<file path="config.mk">
export PLATFORM = sky130hd
export DESIGN_NAME = cla_shift_add_mult_seq
export DESIGN_NICKNAME = d
export VERILOG_FILES = /design/src/rtl/cla_shift_add_mult_seq_pkg.sv /design/src/rtl/alt_carry_look_ahead_adder_cin.sv /design/src/rtl/cla_shift_add_mult_seq.sv
export SDC_FILE = /design/constraint.sdc
export NUM_CORES = 1
export LEC_CHECK = 0
export ABC_CLOCK_PERIOD_IN_PS = 3900
export CORE_MARGIN = 2
export CORE_UTILIZATION = 35
export DETAILED_ROUTE_END_ITERATION = 8
export PLACE_DENSITY = 0.65
export SETUP_SLACK_MARGIN = 0.4
export SLEW_MARGIN = 10
export SYNTH_ARGS = -nofsm -noshare
export SYNTH_HDL_FRONTEND = slang
export SYNTH_SLANG_ARGS = --single-unit
</file>
<file path="constraint.sdc">
create_clock -name clk -period 3.9 [get_ports clk]
set_input_delay 0.78 -clock clk [delete_from_list [all_inputs] [get_ports clk]]
set_output_delay 0.78 -clock clk [all_outputs]
set_load 0.01 [all_outputs]
</file>
<file path="src/rtl/cla_shift_add_mult_seq_pkg.sv">
// Shared types and constants for the shift-and-add multiplier built on the 16-bit cin adder.
// Also holds the carry-out reconstruction used by anyone driving that adder.
package cla_shift_add_mult_seq_pkg;

  localparam int MUL_WIDTH = 16;
  localparam int MUL_ITERS = 16;
  localparam int CNT_W     = 5;

  typedef enum logic [1:0] {
    IDLE = 2'd0,
    RUN  = 2'd1,
    DONE = 2'd2
  } mul_state_t;

  // The adder exposes no carry-out, so recover it from the operand and sum MSBs.
  function automatic logic cin_adder_cout(input logic a_msb, input logic b_msb, input logic sum_msb);
    return (a_msb & b_msb) | ((a_msb ^ b_msb) & ~sum_msb);
  endfunction

endpackage

</file>
<file path="src/rtl/alt_carry_look_ahead_adder_cin.sv">
// 16-bit two-level carry-lookahead adder with carry-in and no carry-out port.
// Four 4-bit groups; group carries come from a flat lookahead over group generate/propagate.
module alt_carry_look_ahead_adder_cin (
  input  logic [15:0] i_a,
  input  logic [15:0] i_b,
  input  logic        i_cin,
  output logic [15:0] o_sum
);

  logic [14:0] w_g;
  logic [15:0] w_p;
  logic [15:0] w_c;
  logic [2:0]  w_gg;
  logic [2:0]  w_gp;
  logic [3:0]  w_cg;

  assign w_g = i_a[14:0] & i_b[14:0];
  assign w_p = i_a ^ i_b;

  genvar gi, gk;

  // Only the lower three groups feed a carry into a higher group.
  generate
    for (gi = 0; gi < 3; gi++) begin : g_grp_pg
      assign w_gg[gi] = w_g[4*gi+3]
                      | (w_p[4*gi+3] & w_g[4*gi+2])
                      | (w_p[4*gi+3] & w_p[4*gi+2] & w_g[4*gi+1])
                      | ((&w_p[4*gi+3:4*gi+1]) & w_g[4*gi]);
      assign w_gp[gi] = &w_p[4*gi+3:4*gi];
    end
  endgenerate

  assign w_cg[0] = i_cin;
  assign w_cg[1] = w_gg[0] | (w_gp[0] & i_cin);
  assign w_cg[2] = w_gg[1] | (w_gp[1] & w_gg[0]) | (w_gp[1] & w_gp[0] & i_cin);
  assign w_cg[3] = w_gg[2] | (w_gp[2] & w_gg[1]) | (w_gp[2] & w_gp[1] & w_gg[0])
                 | ((&w_gp) & i_cin);

  generate
    for (gi = 0; gi < 4; gi++) begin : g_grp_carry
      assign w_c[4*gi] = w_cg[gi];
      for (gk = 0; gk < 3; gk++) begin : g_bit
        assign w_c[4*gi+gk+1] = w_g[4*gi+gk] | (w_p[4*gi+gk] & w_c[4*gi+gk]);
      end
    end
  endgenerate

  assign o_sum = w_p ^ w_c;

endmodule

</file>
<file path="src/rtl/cla_shift_add_mult_seq.sv">
// Unsigned 16x16->32 multiplier: one shared cin adder pass per multiplier bit,
// with valid/ready handshakes on request and result.
module cla_shift_add_mult_seq
  import cla_shift_add_mult_seq_pkg::*;
#(
  parameter int WIDTH         = 16,
  parameter bit ZERO_SHORTCUT = 1'b1
) (
  input  logic               clk,
  input  logic               reset,
  input  logic               in_valid,
  output logic               in_ready,
  input  logic [WIDTH-1:0]   in_a,
  input  logic [WIDTH-1:0]   in_b,
  output logic               out_valid,
  input  logic               out_ready,
  output logic [2*WIDTH-1:0] out_p,
  output logic               busy
);

  generate
    if (WIDTH != MUL_WIDTH) begin : g_width_check
      $error("cla_shift_add_mult_seq: WIDTH must be 16 to match the adder");
    end
  endgenerate

  mul_state_t       r_state;
  logic [WIDTH-1:0] r_m;
  logic [WIDTH-1:0] r_hi;
  logic [WIDTH-1:0] r_lo;
  logic [CNT_W-1:0] r_cnt;

  logic [WIDTH-1:0] w_add_a;
  logic [WIDTH-1:0] w_add_b;
  logic [WIDTH-1:0] w_sum;
  logic             w_cout;
  logic             w_run;
  logic             w_zero_req;

  assign w_run      = (r_state == RUN);
  assign w_zero_req = ZERO_SHORTCUT && ((in_a == '0) || (in_b == '0));

  // Adder inputs are forced to zero outside RUN to keep the datapath quiet.
  assign w_add_a = w_run ? r_hi : '0;
  assign w_add_b = (w_run && r_lo[0]) ? r_m : '0;

  alt_carry_look_ahead_adder_cin u_adder (
    .i_a   (w_add_a),
    .i_b   (w_add_b),
    .i_cin (1'b0),
    .o_sum (w_sum)
  );

  assign w_cout = cin_adder_cout(w_add_a[WIDTH-1], w_add_b[WIDTH-1], w_sum[WIDTH-1]);

  always_ff @(posedge clk or posedge reset) begin
    if (reset) begin
      r_state <= IDLE;
      r_m     <= '0;
      r_hi    <= '0;
      r_lo    <= '0;
      r_cnt   <= '0;
    end else begin
      unique case (r_state)
        IDLE: begin
          if (in_valid) begin
            r_m   <= in_a;
            r_hi  <= '0;
            r_cnt <= '0;
            if (w_zero_req) begin
              r_lo    <= '0;
              r_state <= DONE;
            end else begin
              r_lo    <= in_b;
              r_state <= RUN;
            end
          end
        end
        RUN: begin
          // 33-bit right shift of {cout, sum, LO} into {HI, LO}.
          r_hi  <= {w_cout, w_sum[WIDTH-1:1]};
          r_lo  <= {w_sum[0], r_lo[WIDTH-1:1]};
          r_cnt <= r_cnt + CNT_W'(1);
          if (r_cnt == CNT_W'(MUL_ITERS - 1)) begin
            r_state <= DONE;
          end
        end
        DONE: begin
          if (out_ready) begin
            r_state <= IDLE;
          end
        end
        default: r_state <= IDLE;
      endcase
    end
  end

  assign in_ready  = (r_state == IDLE);
  assign busy      = w_run;
  assign out_valid = (r_state == DONE);
  assign out_p     = {r_hi, r_lo};

endmodule

</file>
## Yosys cells after proc, flatten, opt, wreduce, memory -nomap -nowiden

Index checks and enable logic that the tools add are counted.
W data, S select, Z words.

- Bits in registers: 55
- Input port bits: 36

- Add/sub/neg operators: 1
- Equal/unequal tests: 6
- Mux-type cells: 14
- Bitwise operators: 58
- Reduce and logical (&&, ||, !) cells: 14

Operators with widths:

| operator | number |
|---|---|
| $mux W16 | 5 |
| $pmux W16 S2 | 2 |
| $logic_not A16 Y1 | 2 |
| $xor A16 B16 Y16 | 2 |
| $and A1 B1 Y1 | 29 |
| $or A1 B1 Y1 | 24 |
| $and A15 B15 Y15 | 1 |
| $reduce_and A3 Y1 | 4 |
| $pmux W5 S2 | 1 |
| $mux W2 | 4 |
| $reduce_and A4 Y1 | 2 |
| $pmux W2 S3 | 1 |
| $add A5 B1 Y5 const B | 1 |
| $eq A5 B4 Y1 const B | 1 |
| $mux W5 | 1 |
| $ne A2 B1 Y1 const B | 2 |
| $reduce_and A2 Y1 | 2 |
| $eq A2 B1 Y1 const B | 1 |
| $eq A2 B2 Y1 const B | 1 |
| $logic_not A2 Y1 | 1 |
| $ne A2 B2 Y1 const B | 1 |
| $reduce_bool A2 Y1 | 1 |
| $logic_and A1 B1 Y1 | 1 |
| $logic_or A1 B1 Y1 | 1 |
| other kinds (2) | 2 |

## Depth between registers and ports, before layout

Gate-level depths: netlist of the first run.

- Depth in word-level cells: 22
- Depth in mapped cells: 14

## Modules after synthesis

From an unflattened synthesis of the first run, not the netlist that was laid out.

- Cell total of the unflattened synthesis: 269
- Area total of the unflattened synthesis: 3116.7 µm²

By module, submodules not included:

| module | instances | cells each | area each (µm²) |
|---|---|---|---|
| cla_shift_add_mult_seq | 1 | 210 | 2524.9 |
| alt_carry_look_ahead_adder_cin | 1 | 59 | 591.8 |

## Least setup slack after synthesis of the first run

No wires, ideal clock.

- Path kind: reg2reg
- Start point: register r_state[1]
- End point: register r_hi[14]
- Arrival time: 3.702 ns
- Data required time: 3.774 ns
- Setup slack: 0.072 ns
- Stages on the path, launching flop included: 15
- Path buffers: 1
- Clock period less this slack: 3.828 ns
- Path through: dfrtp_1 nand2b_1 inv_2 clkbuf_1 and2_1 ha_1 nand2_1 o21ai_0 a21o_1 o21ai_0 fa_1 fa_1 fa_1 fa_1 o21ai_0

- Longest elaborated chain between the ends: 19

Ends and longest elaborated chain:

| what | RTL line | text |
|---|---|---|
| from (decl) | cla_shift_add_mult_seq.sv:27 | `mul_state_t r_state;` |
| from (signal assigned) | cla_shift_add_mult_seq.sv:58 | `r_state <= IDLE;` |
| from (signal assigned) | cla_shift_add_mult_seq.sv:72 | `r_state <= DONE;` |
| from (signal assigned) | cla_shift_add_mult_seq.sv:75 | `r_state <= RUN;` |
| $eq A2 B1 Y1 | cla_shift_add_mult_seq.sv:40, cla_shift_add_mult_seq.sv:64 |  |
| $logic_and A1 B1 Y1 | cla_shift_add_mult_seq.sv:45 | `assign w_add_b = (w_run && r_lo[0]) ? r_m : '0;` |
| $mux W16 | cla_shift_add_mult_seq.sv:45 |  |
| $xor A16 B16 Y16 / $and A15 B15 Y15 (equally long branches) | alt_carry_look_ahead_adder_cin.sv:18, alt_carry_look_ahead_adder_cin.sv:17 |  |
| $and A1 B1 Y1 (on tied branches) | alt_carry_look_ahead_adder_cin.sv:26, alt_carry_look_ahead_adder_cin.sv:27 |  |
| $or A1 B1 Y1 / $and A1 B1 Y1 (equally long branches) | alt_carry_look_ahead_adder_cin.sv:26, alt_carry_look_ahead_adder_cin.sv:27 |  |
| $or A1 B1 Y1 | alt_carry_look_ahead_adder_cin.sv:27 | `\| (w_p[4*gi+3] & w_p[4*gi+2] & w_g[4*gi+1])` |
| $or A1 B1 Y1 | alt_carry_look_ahead_adder_cin.sv:28 | `\| ((&w_p[4*gi+3:4*gi+1]) & w_g[4*gi]);` |
| (+3 left out) | - |  |
| $and A1 B1 Y1 | alt_carry_look_ahead_adder_cin.sv:43 | `assign w_c[4*gi+gk+1] = w_g[4*gi+gk] \| (w_p[4*gi+gk] & w_c[4*gi+gk]);` |
| $or A1 B1 Y1 | alt_carry_look_ahead_adder_cin.sv:43 |  |
| $and A1 B1 Y1 | alt_carry_look_ahead_adder_cin.sv:43 |  |
| $or A1 B1 Y1 | alt_carry_look_ahead_adder_cin.sv:43 |  |
| $and A1 B1 Y1 | alt_carry_look_ahead_adder_cin.sv:43 |  |
| $or A1 B1 Y1 | alt_carry_look_ahead_adder_cin.sv:43 |  |
| $xor A16 B16 Y16 | alt_carry_look_ahead_adder_cin.sv:48 | `assign o_sum = w_p ^ w_c;` |
| $pmux W16 S2 | cla_shift_add_mult_seq.sv:64 | `unique case (r_state)` |
| to (signal assigned) | cla_shift_add_mult_seq.sv:81 | `r_hi <= {w_cout, w_sum[WIDTH-1:1]};` |
| to (decl) | cla_shift_add_mult_seq.sv:29 | `logic [WIDTH-1:0] r_hi;` |

Parallel ways exist; a longest one is shown, timed or not.
A chain may end at the register's enable or synchronous reset.

## Worst setup path in the final report of the first run

- Start point: register r_state[0]
- End point: register r_hi[14]

Same word-level chain as after synthesis.

==> reports/results.txt, run 1 <==
The arithmetic-cell share of the synthesized area counting full adders, half adders and majority gates came out at 0.132. Clock-pin slew was measured on the worst setup and hold paths at 0.10 ns. Of all cell types, the one taking the most synthesized area is sky130_fd_sc_hd__dfrtp_1. Startpoint of the most critical register-to-register path: r_state[0].

The area fraction in and, or, nand and nor cells after synthesis is 0.172, and the number of antenna cells inserted is 0. The detailed router finished its first iteration with 69 violations. Row generation in the floorplan step produced 34 rows. The congestion estimate from routability-driven global placement came to 0.783. The register area is 1380 um2. Number of enable flip-flop cells after synthesis: 0. The worst slew slack as a fraction of its limit came out at 0.494. In the synthesized netlist the dominant register cell turns out to be sky130_fd_sc_hd__dfrtp_1. In this run the most critical hold path is launched from r_cnt[2].

The total count of max-transition violations in the final report was 0; the share of synthesized registers carrying an async set or reset was 1.00. The logs give 8720 um2 for the core box area and 3150 um2 for the post-synthesis cell area. The final layout net count came out at 414.

For the total negative setup slack, the log shows 0 ns. The ratio of cells with drive above 1 in the final layout was 0.239; the number of different library cells in the post-synthesis netlist was 39. Dividing the detail-routed wire length by the instance count gives 16.9 um.

Total die area: 9770 um2. The average size of a mapped cell is 11.5 um2, and the via count of the first global-routing pass is 2,381. The logs give 0 for the number of warnings reported in the yosys synthesis log and 5 for the CTS buffer count. The logs give 0 for the hold violation count in the final report and 295 MHz for the maximum clock frequency.

The worst register-to-register path ends at r_hi[14]. The dominant combinational cell family by area after synthesis is simple AND/OR/NAND/NOR gates. The tools report the H-tree depth as 2.

The arrival time of the worst setup path was 3.58 ns; the fill cell instance count of the final layout was 781. The worst hold path terminates at r_cnt[2]. Synthesis produced 275 cells. Entering global routing, the biggest net connects 34 pins.

Setup repair after global routing left no endpoint under its margin. The later pin in the worst-skew pair is clocked with a latency of 0.30 ns. Number of remaining DRC errors: 0. The total via count after detailed routing came out at 2,452. Required time of the worst setup path: 4.09 ns. The final setup skew is 0.00879 ns. The path class of the tightest hold or removal check is reg -> reg. The first-pass GRT wire length is 12,100 um, and the number of sinks on the clock net is 55. The number of vias per cell after detailed routing is 5.33.

The worst setup path is launched from a flip-flop. For the pin with the worst max-slew slack, the measured transition is 0.759 ns. Final hold analysis gives a worst-case slack of 0.498 ns.

When the netlist entered floorplanning its net count stood at 337. Of all nets on the critical path, the largest fanout is 6. The initial core utilization is 0.361, and the sum of overflow across all layers after global routing is 0.

The part of the cycle the worst path needs is 0.870. Summed over all layers, the routed wires come to 7760 um. The global routing usage summed across all routing layers is 0.154, and the area share of xor/xnor cells in the synthesized design is 0.0111. From bottom edge to top edge, the die measures 98.9 um. The post-synthesis register bit count works out to 55.

The share of synthesized area occupied by flip-flops and latches is 0.437. The clock passes through at most 2 buffers. The setup check on the worst reg-to-reg path leaves a slack of 0.51 ns. Before antenna repair, the detailed router went through 4 iterations. Class of the most critical setup path: reg -> reg. TritonCTS built the clock tree.

The initial antenna violation count is 0, and the number of setup violations in the final report is 0. The final critical path time including I/O delays and setup is 3.39 ns. The floorplan die width came out at 98.9 um. Clock tree root driver cell: sky130_fd_sc_hd__clkbuf_8. Area growth from synthesis to final layout: 34.0%. The flow ran to the end, and the final reports show no timing, DRC or antenna violations. The worst hold path depth was 1. The capturing element type of the critical path was a flip-flop.

Top-area cell type share of the netlist area: 0.437. The multi-input logic area is 1740 um2. Summed over all cells, the static leakage comes to 0.00183 uW.

The tool flagged a number of max-cap violations equal to 0. The power density relative to cell area was 816 nW/um2; the placed wire-length estimate was 5190 um. The count of nets left with antenna violations once routing finished came out at 0. Across the VDD grid, the largest voltage drop is 0.278 mV. 71 I/O pins were placed. The proportion of synthesized area in mux cells works out to 0.0703. After clock tree synthesis, the flow added hold-fix buffers numbering 0. The count of buffers added on input and output ports is 70.

The worst-case reg-to-reg path depth is 13, and the post-synthesis compound-gate area fraction is 0.137. Yosys attributes the largest share of cell area to sky130_fd_sc_hd__dfrtp_1 44%, sky130_fd_sc_hd__fa_1 7.6%, sky130_fd_sc_hd__ha_1 5.6%.
sequential cells by signal (all words and copies together), names as in the netlist:
signal,cells
r_hi,16
r_lo,16
r_m,16
r_cnt,5
r_state,2
cell usage in the layout (no fill, tap or decap), types with 4 or more instances in the layout:
master and instances:
sky130_fd_sc_hd__nand2_1 16, sky130_fd_sc_hd__nand3_1 13, sky130_fd_sc_hd__fa_2 5, sky130_fd_sc_hd__a22o_1 9, sky130_fd_sc_hd__o21ai_0 7, sky130_fd_sc_hd__a21oi_1 12
sky130_fd_sc_hd__mux2_4 11, sky130_fd_sc_hd__o22ai_1 17, sky130_fd_sc_hd__buf_4 13, sky130_fd_sc_hd__and3_1 9, sky130_fd_sc_hd__fa_1 7, sky130_fd_sc_hd__clkbuf_8 5
sky130_fd_sc_hd__clkdlybuf4s50_1 70, sky130_fd_sc_hd__nor2_1 5, sky130_fd_sc_hd__o21ai_1 5, sky130_fd_sc_hd__mux2_2 5, sky130_fd_sc_hd__nor4_1 6, sky130_fd_sc_hd__and3_4 4
sky130_fd_sc_hd__dfrtp_1 54, sky130_fd_sc_hd__ha_1 11, sky130_fd_sc_hd__and2_1 10, sky130_fd_sc_hd__nand3_2 8, sky130_fd_sc_hd__a21oi_2 8
power breakdown:
group	internal, uW	switching, uW	leakage (uW)
combinational	1080	912	0.00112
sequential	860	224	0.000651
clock	189	178	0.0000513
per-stage QoR:
stage | util | setup WS, ns | cell area [um2] | power, uW | instances
final | 0.484 | 0.506 | 4220 | 3440 | 460
after global routing | 0.484 | 0.385 | 4220 | 3730 | 460
after detailed placement | 0.451 | 0.151 | 3930 | 2870 | 442
after floorplan | - | 0.412 | 3170 | 2230 | 275
after global placement | 0.451 | 0.242 | 3930 | 2830 | 442
after CTS | 0.468 | 0.422 | 4080 | 3300 | 451
worst max path at each step:
stage / startpoint / cells after the start / end
6_report: r_state[0] / 13 / r_hi[14]
5_1_grt: r_state[0] / 13 / r_hi[14]
4_1_cts: r_state[0] / 13 / r_hi[14]
3_5_place_dp: r_state[1] / 13 / r_hi[14]
3_3_place_gp: r_state[1] / 13 / r_hi[14]
2_1_floorplan: r_state[1] / 14 / r_hi[14]
timing repair:
action	in CTS	in global routing
pin swaps	2	9
setup endpoints to repair	4	4
setup buffers	2	5
gates cloned	0	4
gates resized for setup	8	17
critical path, stage by stage, from the launching register on:
cell and delay, ns:
sky130_fd_sc_hd__dfrtp_1 0.41, sky130_fd_sc_hd__nand2b_4 0.23, sky130_fd_sc_hd__inv_6 0.06, sky130_fd_sc_hd__and3_4 0.19, sky130_fd_sc_hd__ha_1 0.28, sky130_fd_sc_hd__nand2_1 0.08
sky130_fd_sc_hd__o21ai_2 0.17, sky130_fd_sc_hd__a21o_1 0.17, sky130_fd_sc_hd__o21ai_2 0.07, sky130_fd_sc_hd__fa_2 0.36, sky130_fd_sc_hd__fa_2 0.34, sky130_fd_sc_hd__fa_2 0.34
sky130_fd_sc_hd__fa_1 0.49, sky130_fd_sc_hd__o21ai_1 0.07
Yosys cell counts (5+ instances only):
cell                      instances
sky130_fd_sc_hd__mux2_2           5
sky130_fd_sc_hd__a21oi_1         13
sky130_fd_sc_hd__o22ai_1         17
sky130_fd_sc_hd__nor4_1           6
sky130_fd_sc_hd__fa_1            12
sky130_fd_sc_hd__buf_2            7
sky130_fd_sc_hd__a22o_1           9
sky130_fd_sc_hd__a21oi_2          7
sky130_fd_sc_hd__nand3_2          8
sky130_fd_sc_hd__nand3_1         13
sky130_fd_sc_hd__nand2_1         16
sky130_fd_sc_hd__and3_1          13
sky130_fd_sc_hd__o21ai_0         12
sky130_fd_sc_hd__dfrtp_1         55
sky130_fd_sc_hd__buf_6            6
sky130_fd_sc_hd__nor2_1           5
sky130_fd_sc_hd__mux2_4          11
sky130_fd_sc_hd__and2_1          13
sky130_fd_sc_hd__ha_1            14
layer usage:
metal / up-vias / GRT usage / routed length, um
met5: - / 0 / 0
met4: 0 / 0.0337 / 75
met3: 6 / 0.0305 / 352
met2: 68 / 0.248 / 3780
met1: 1222 / 0.215 / 3550
li1: 1156 / - / -
cell type report:
| class | count | share of cell area |
|---|---|---|
| multi-input combinational | 200 | 0.412 |
| tap | 108 | 0.0320 |
| clock buffer | 6 | 0.0172 |
| timing repair buffer | 83 | 0.189 |
| sequential | 55 | 0.326 |
| timing repair inverter | 4 | 0.0101 |
| inverter | 3 | 0.00563 |
| clock inverter | 1 | 0.00712 |
kinds of logic (layout without fill, tap and decap cells):
group | Yosys count | in the layout
DFF | 55 | 55
buffers and inverters | 20 | 97
AOI/OAI and AO/OA | 66 | 66
muxes | 16 | 16
adders and majority gates | 26 | 26
xor gates and xnor gates | 4 | 4
and+or+nand+nor | 88 | 88
(Power assumes the default switching activity.)
==> inputs of run 2 (changes only) <==
CAP_MARGIN = 40   (was not set)
CORE_UTILIZATION = 40   (was 35)
PLACE_DENSITY = 0.72   (was 0.65)
==> run 2 against run 1 <==
  * Register-to-register slack about the same
  * Worst hold slack improved by 0.010 ns
  * Maximum frequency up 0.15%
  * Total power increased by 1.5%
  * Clock power up 8.2%
  * Non-clock buffer count is 3 lower
  * Critical endpoint unchanged
  * Sequential cell count unchanged
  * Sequential power barely moved
  * Sequential share of layout area shrank 0.087 points
  * Final area grew 0.27%
  * Global-route usage up 2.6 points
  * Critical path depth unchanged
==> reports/results.txt, run 2 (synthesis gave the netlist of run 1 again) <==
The flow ran to the end, and the final reports show no timing, DRC or antenna violations. The power density relative to cell area was 826 nW/um2; the final layout net count was 410. Capturing element type of the critical path: a flip-flop. The library cells used most frequently in the layout, excluding fill and tap cells, are 70 x sky130_fd_sc_hd__clkdlybuf4s50_1, 54 x sky130_fd_sc_hd__dfrtp_1, 17 x sky130_fd_sc_hd__o22ai_1. The chip height is 92.7 um. The worst path meets setup with 0.511 ns of slack. The core region is 7690 um2. Relative to the synthesized area, the layout overhead comes to 34.4%. The final layout contains routed wiring with a total length of 7770 um. The number of buffers between clock root and the deepest sink is 2, and the leakage power is 0.00183 uW. The DRC violation total after the first TritonRoute iteration was 134; the placed wire-length estimate was 5340 um. Based on the critical path, the design can be clocked at up to 295 MHz. The later pin in the worst-skew pair is clocked with a latency of 0.31 ns.

VDD sags by at most 0.406 mV. Fill cells in the final layout number 675. The floorplan die width is 92.7 um. At the pin with the least slew margin, the transition time is 0.839 ns.

The number of setup violations in the final report was 0. The global routing usage summed across all routing layers was 0.179; the largest fanout on the critical path was 5. The tools report the initial core utilization as 0.410. The largest registers in the layout are r_hi x16, r_lo x16, r_m x16. The root buffer cell chosen for the clock tree is sky130_fd_sc_hd__clkbuf_8.

The worst hold path class is reg -> reg. The tools report the sum of overflow across all layers after global routing as 0. The congestion estimate from routability-driven global placement came to 0.826. The H-tree depth was 2. The tools report the arrival time of the worst setup path as 3.59 ns. The die covers 8600 um2. TritonCTS built the clock tree. The first global-routing pass estimated 12,100 um of wire. The part of the cycle the worst path needs works out to 0.869.

The worst slew slack as a fraction of its limit was 0.440; the number of sinks on the clock net was 55. The initial antenna violation count was 0; the total negative setup slack was 0 ns. For the worst setup path, the data required time is 4.10 ns.

In the final routed layout, each cell accounts on average for 17.2 um. Buffers placed on the I/O ports in this run total 70. For this run, design rule violations remaining after detail routing come to 0. The final critical path time including I/O delays and setup is 3.39 ns, and the number of violations of the max-capacitance limit is 0. After detailed placement, the design holds a cell count of 434. The ratio of cells with drive above 1 in the final layout works out to 0.244. Once layout is complete, the cells apart from fillers number 451. Dividing the detail-routed via count by the number of cells gives 5.37. For the number of antenna cells inserted, the log shows 0.

STA classifies the critical path startpoint as a flip-flop. Entering global routing, the biggest net connects 37 pins. The final setup skew is 0.00636 ns, and the detailed-router iteration count before antenna repair is 4.

For the worst slack at placement, the log shows 0.0879 ns. The setup path with the least slack is of type reg -> reg. Setup repair after global routing left no endpoint under its margin.

The run gives 2,445 as the via count of the first global-routing pass. Buffers inserted during clock tree synthesis total 5. The tools report the hold violation count in the final report as 0. For the top-level I/O count, the log shows 71. The most common library cell in the layout ignoring fill and taps was sky130_fd_sc_hd__clkdlybuf4s50_1.

The count of nets left with antenna violations once routing finished came out at 0. Clock-pin slew was measured on the worst setup and hold paths at 0.10 ns. The run gives 2,421 as the total via count after detailed routing. The initialized floorplan defines 32 standard-cell rows.

The tools report the total count of max-transition violations in the final report as 0.
[run 2: changes by cell type in the layout (fill, tap and decap cells not counted), sizes merged]
cell	delta
buf	-3
[run 2: power by group]
part	internal, uW	total (uW)	switching [uW]
Combinational	1100	2010	912
Sequential	860	1090	227
Clock	208	397	189
[run 2: worst max-delay path, cell delays in order (launching register included)]
cell                       delay [ns]
sky130_fd_sc_hd__dfrtp_1         0.43
sky130_fd_sc_hd__nand2b_4        0.22
sky130_fd_sc_hd__clkinv_8        0.09
sky130_fd_sc_hd__and3_4          0.20
sky130_fd_sc_hd__ha_4            0.26
sky130_fd_sc_hd__a21oi_1         0.07
sky130_fd_sc_hd__o21ai_2         0.14
sky130_fd_sc_hd__a21o_1          0.15
sky130_fd_sc_hd__o21ai_2         0.08
sky130_fd_sc_hd__fa_2            0.40
sky130_fd_sc_hd__fa_2            0.34
sky130_fd_sc_hd__fa_2            0.34
sky130_fd_sc_hd__fa_1            0.48
sky130_fd_sc_hd__o21ai_1         0.06
[run 2: layout make-up]
cell class                 count  area, um2  share of cell area
multi-input combinational    200       1760               0.416
sequential                    55       1380               0.326
timing repair buffer          80        796               0.188
tap                          102        128              0.0302
clock buffer                   6       82.6              0.0195
clock inverter                 2       35.0             0.00828
timing repair inverter         3       28.8             0.00680
inverter                       3       23.8             0.00562
[run 2: routing by layer]
metal,global-route usage,up-vias,wire [um]
li1,-,1151,-
met1,0.252,1200,3510
met2,0.294,59,3930
met3,0.0252,11,256
met4,0.0441,0,80
met5,0,-,0
[run 2: through the flow]
stage          hold slack [ns]  cell area [um2]   util  power [uW]
6_report                 0.508             4230  0.550        3490
5_1_grt                  0.528             4230  0.550        3780
4_1_cts                  0.511             4100  0.533        3340
3_5_place_dp             0.488             3930  0.511        2890
3_3_place_gp             0.477             3900  0.508        2810
2_1_floorplan            0.455             3170      -        2230
[run 2: worst paths after layout]
| kind | from | endpoint | slack (ns) | cells after the start |
|---|---|---|---|---|
| worst max register to register | r_state[0] | r_hi[14] | 0.51 | 13 |
| worst min-delay path | r_m[11] | r_m[11] | 0.51 | 1 |
| worst max-delay path | r_state[0] | r_hi[14] | 0.51 | 13 |
| worst min register to register | r_m[11] | r_m[11] | 0.51 | 1 |
| min in group asynchronous | reset | r_lo[0] | 0.91 | 2 |
| max in group asynchronous | reset | r_lo[1] | 2.22 | 3 |
[run 2: what timing repair did]
item	4_1_cts	5_1_grt
cloned	0	3
pin swaps	1	10
resized for setup	8	19
hold buffers	0	0
endpoints found under the setup margin	4	4
buffers inserted	3	3
==> inputs of run 3 (changes only) <==
CORE_UTILIZATION = 46   (was 40)
PLACE_DENSITY = 0.81   (was 0.72)
SLEW_MARGIN = not set   (was 10)
==> run 3 against run 2 <==
  * Sequential cell count did not move
  * Largest power group unchanged
  * Critical endpoint unchanged
  * Critical path type unchanged
  * Global-route usage grew 3.3 points
  * Combinational power hardly changed
  * Sequential power about the same
  * Total power decreased by 2.1%
  * Clock power shrank 22%
==> reports/results.txt, run 3 (synthesis gave the netlist of run 1 again) <==
The run finished with clean final reports. Across all layers, the routed design uses 2,441 vias. The worst hold path depth came out at 1. For the post-cts hold buffer count, the log shows 0.

The chip height is 86.7 um, and the largest fanout on the critical path is 5. The switching part of the total works out to 0.386. The run gives 0 as the number of setup violations in the final report.

For the required time of the worst setup path, the log shows 4.09 ns. The logs give 0 for the initial antenna violation count and 71 for the top-level I/O count. The die is 86.7 um wide.

Leaving out fill and tap cells, the most frequent cells in the layout are 70 x sky130_fd_sc_hd__clkdlybuf4s50_1, 54 x sky130_fd_sc_hd__dfrtp_1, 17 x sky130_fd_sc_hd__o22ai_1. The number of cells on the worst reg-to-reg path is 13. The clock tree root driver cell is sky130_fd_sc_hd__clkbuf_8. The global routing usage summed across all routing layers was 0.212. The area growth from synthesis to final layout is 32.3%, and the number of buffers and inverters on the critical path is 1.

In this run the critical register-to-register path is launched from r_state[1]. At the worst endpoint, the arrival time is 3.63 ns. Summed over all nets, the half-perimeter wirelength after detailed placement is 5230 um. The register share of total power was 0.317; the wire length reported by the detailed router was 7510 um. The floorplan has 30 rows.

The most common library cell in the layout ignoring fill and taps is sky130_fd_sc_hd__clkdlybuf4s50_1. The worst setup path is launched from a flip-flop. For this run, design rule violations remaining after detail routing come to 0. The kind of cell with the highest combined delay along the critical path is adder cells.

The number of buffers inserted by port buffering is 70, and the final layout net count is 409. Between clock sinks in the finished design, the worst skew comes to 0.00632 ns. The pre-antenna-repair detailed-routing pass consisted of 4 iterations. The total count of max-transition violations in the final report came out at 0. The slew at the pin with the worst max-slew slack came out at 0.787 ns. After clock tree synthesis, the clock-pin slew on the worst setup and hold paths is 0.09 ns.

TritonCTS built the clock tree. The filler cells instantiated in the layout total 531. In this run the static leakage power is 0.00180 uW. The remaining number of nets flagged by the antenna check after routing was 0. In this run the critical register-to-register path is captured at r_hi[14]. For hold timing, the worst endpoint is r_cnt[0]. The worst hold path belongs to the class reg -> reg.

The post-detailed-route wirelength per cell came out at 17.5 um. The number of buffers between clock root and the deepest sink was 2. Cell type with the highest occurrence count on the critical path: sky130_fd_sc_hd__fa_2. The part of the cycle the worst path needs is 0.881. The CTS buffer count was 5. The critical path goes through nand2b_4, clkinv_8, and3_4, ha_4, nand2_2, o21ai_2, a21o_1, o21ai_2, fa_2, fa_2, fa_2, fa_1, o21ai_1. After detailed routing, the number of vias per cell comes to 5.70.

The final critical path time including I/O delays and setup came out at 3.44 ns. The tree built by TritonCTS fans out to 55 sinks. Across the VDD grid, the largest voltage drop is 0.344 mV. The DRC violation total after the first TritonRoute iteration is 131, and the sum of overflow across all layers after global routing is 0.

The worst stage delay on the critical path was 0.49 ns. The post-layout instance area is 4170 um2. The number of antenna diodes in the final layout is 0. In the final layout, the registers with the most flip-flops are r_hi x16, r_lo x16, r_m x16. The internal portion of the total power is 2100 uW.

The worst register-to-register path has a setup slack of 0.46 ns. The area after detailed placement is 3900 um2. Setup repair after global routing could not meet its margin everywhere. The tools report the start point of the worst hold path as r_cnt[0]. The initial core utilization is 0.469, and the core box area is 6720 um2. The worst setup path is captured at a flip-flop.

The die covers 7520 um2. The share of power burned in the clock network is 0.091. The worst slew slack as a fraction of its limit is 0.475, and the reported net switching power is 1320 uW. For the pin count of the biggest net entering global routing, the log shows 34. The class of the most critical setup path was reg -> reg. The ratio of cells with drive above 1 in the final layout was 0.250; the power density relative to cell area was 820 nW/um2. For the relative contribution of combinational cells to total power, the log shows 0.592.

Slowest stage cell on the critical path: sky130_fd_sc_hd__fa_1. CTS built an H-tree with a depth of 2. The tools report the routability-driven placement congestion ratio as 0.796. Across the run, the number of max-cap violations was 0. The logs give 0 for the hold violation count in the final report and 12,500 um for the first-pass GRT wire length. The maximum clock frequency was 291 MHz; the via count of the first global-routing pass was 2,496. For the final routed database, the setup TNS stands at 0 ns.

The clock latency on the worst-skew pair came out at 0.31 ns. The smallest hold slack is 0.508 ns.
run 3: layout make-up:
cell class | count | area (um2) | area share
tap | 80 | 100 | 0.0240
timing repair buffer | 79 | 781 | 0.187
clock buffer | 7 | 76.3 | 0.0183
timing repair inverter | 3 | 28.8 | 0.00690
multi-input combinational | 200 | 1780 | 0.426
inverter | 3 | 23.8 | 0.00570
clock inverter | 1 | 5.00 | 0.00120
sequential | 55 | 1380 | 0.331
run 3: how the worst max path moves through the flow:
stage,to,slack [ns],cells after the start,from
floorplan,r_hi[14],0.41,14,r_state[1]
finish,r_hi[14],0.46,13,r_state[1]
CTS,r_hi[14],0.40,13,r_state[1]
detailed placement,r_hi[14],0.11,13,r_state[1]
global placement,r_hi[14],0.24,13,r_state[1]
global route,r_hi[14],0.35,13,r_state[0]
run 3: what timing repair did:
action / CTS / global route
gates cloned: 0 / 3
pin swaps: 4 / 9
endpoints found under the hold margin: 0 / 0
buffers inserted: 2 / 2
gates resized for setup: 9 / 22
endpoints found under the setup margin: 4 / 4
run 3: power groups by stage:
stage / Combinational, uW / Clock, uW / Sequential, uW
detailed placement: 1790 / 0 / 1090
CTS: 1850 / 317 / 1080
finish: 2030 / 310 / 1080
global route: 2230 / 337 / 1120
floorplan: 1130 / 0 / 1090
global placement: 1700 / 0 / 1080
run 3: per-layer routing:
metal | wire length [um] | track usage | up-vias
li1 | - | - | 1153
met1 | 3250 | 0.279 | 1234
met2 | 3880 | 0.359 | 47
met3 | 273 | 0.0410 | 7
met4 | 106 | 0.0597 | 0
met5 | 0 | 0 | -
run 3: worst reg2reg max path, stage by stage (launching register included):
cell	delay, ns
sky130_fd_sc_hd__dfrtp_1	0.37
sky130_fd_sc_hd__nand2b_4	0.28
sky130_fd_sc_hd__clkinv_8	0.09
sky130_fd_sc_hd__and3_4	0.20
sky130_fd_sc_hd__ha_4	0.28
sky130_fd_sc_hd__nand2_2	0.05
sky130_fd_sc_hd__o21ai_2	0.16
sky130_fd_sc_hd__a21o_1	0.17
sky130_fd_sc_hd__o21ai_2	0.07
sky130_fd_sc_hd__fa_2	0.36
sky130_fd_sc_hd__fa_2	0.40
sky130_fd_sc_hd__fa_2	0.34
sky130_fd_sc_hd__fa_1	0.49
sky130_fd_sc_hd__o21ai_1	0.05
run 3: stage by stage:
stage               setup WS, ns   util  cells  power [uW]
global route               0.351  0.620    428        3690
detailed placement         0.115  0.581    413        2880
finish                     0.463  0.620    428        3420
floorplan                  0.412      -    275        2230
CTS                        0.405  0.600    423        3240
global placement           0.243  0.578    412        2780
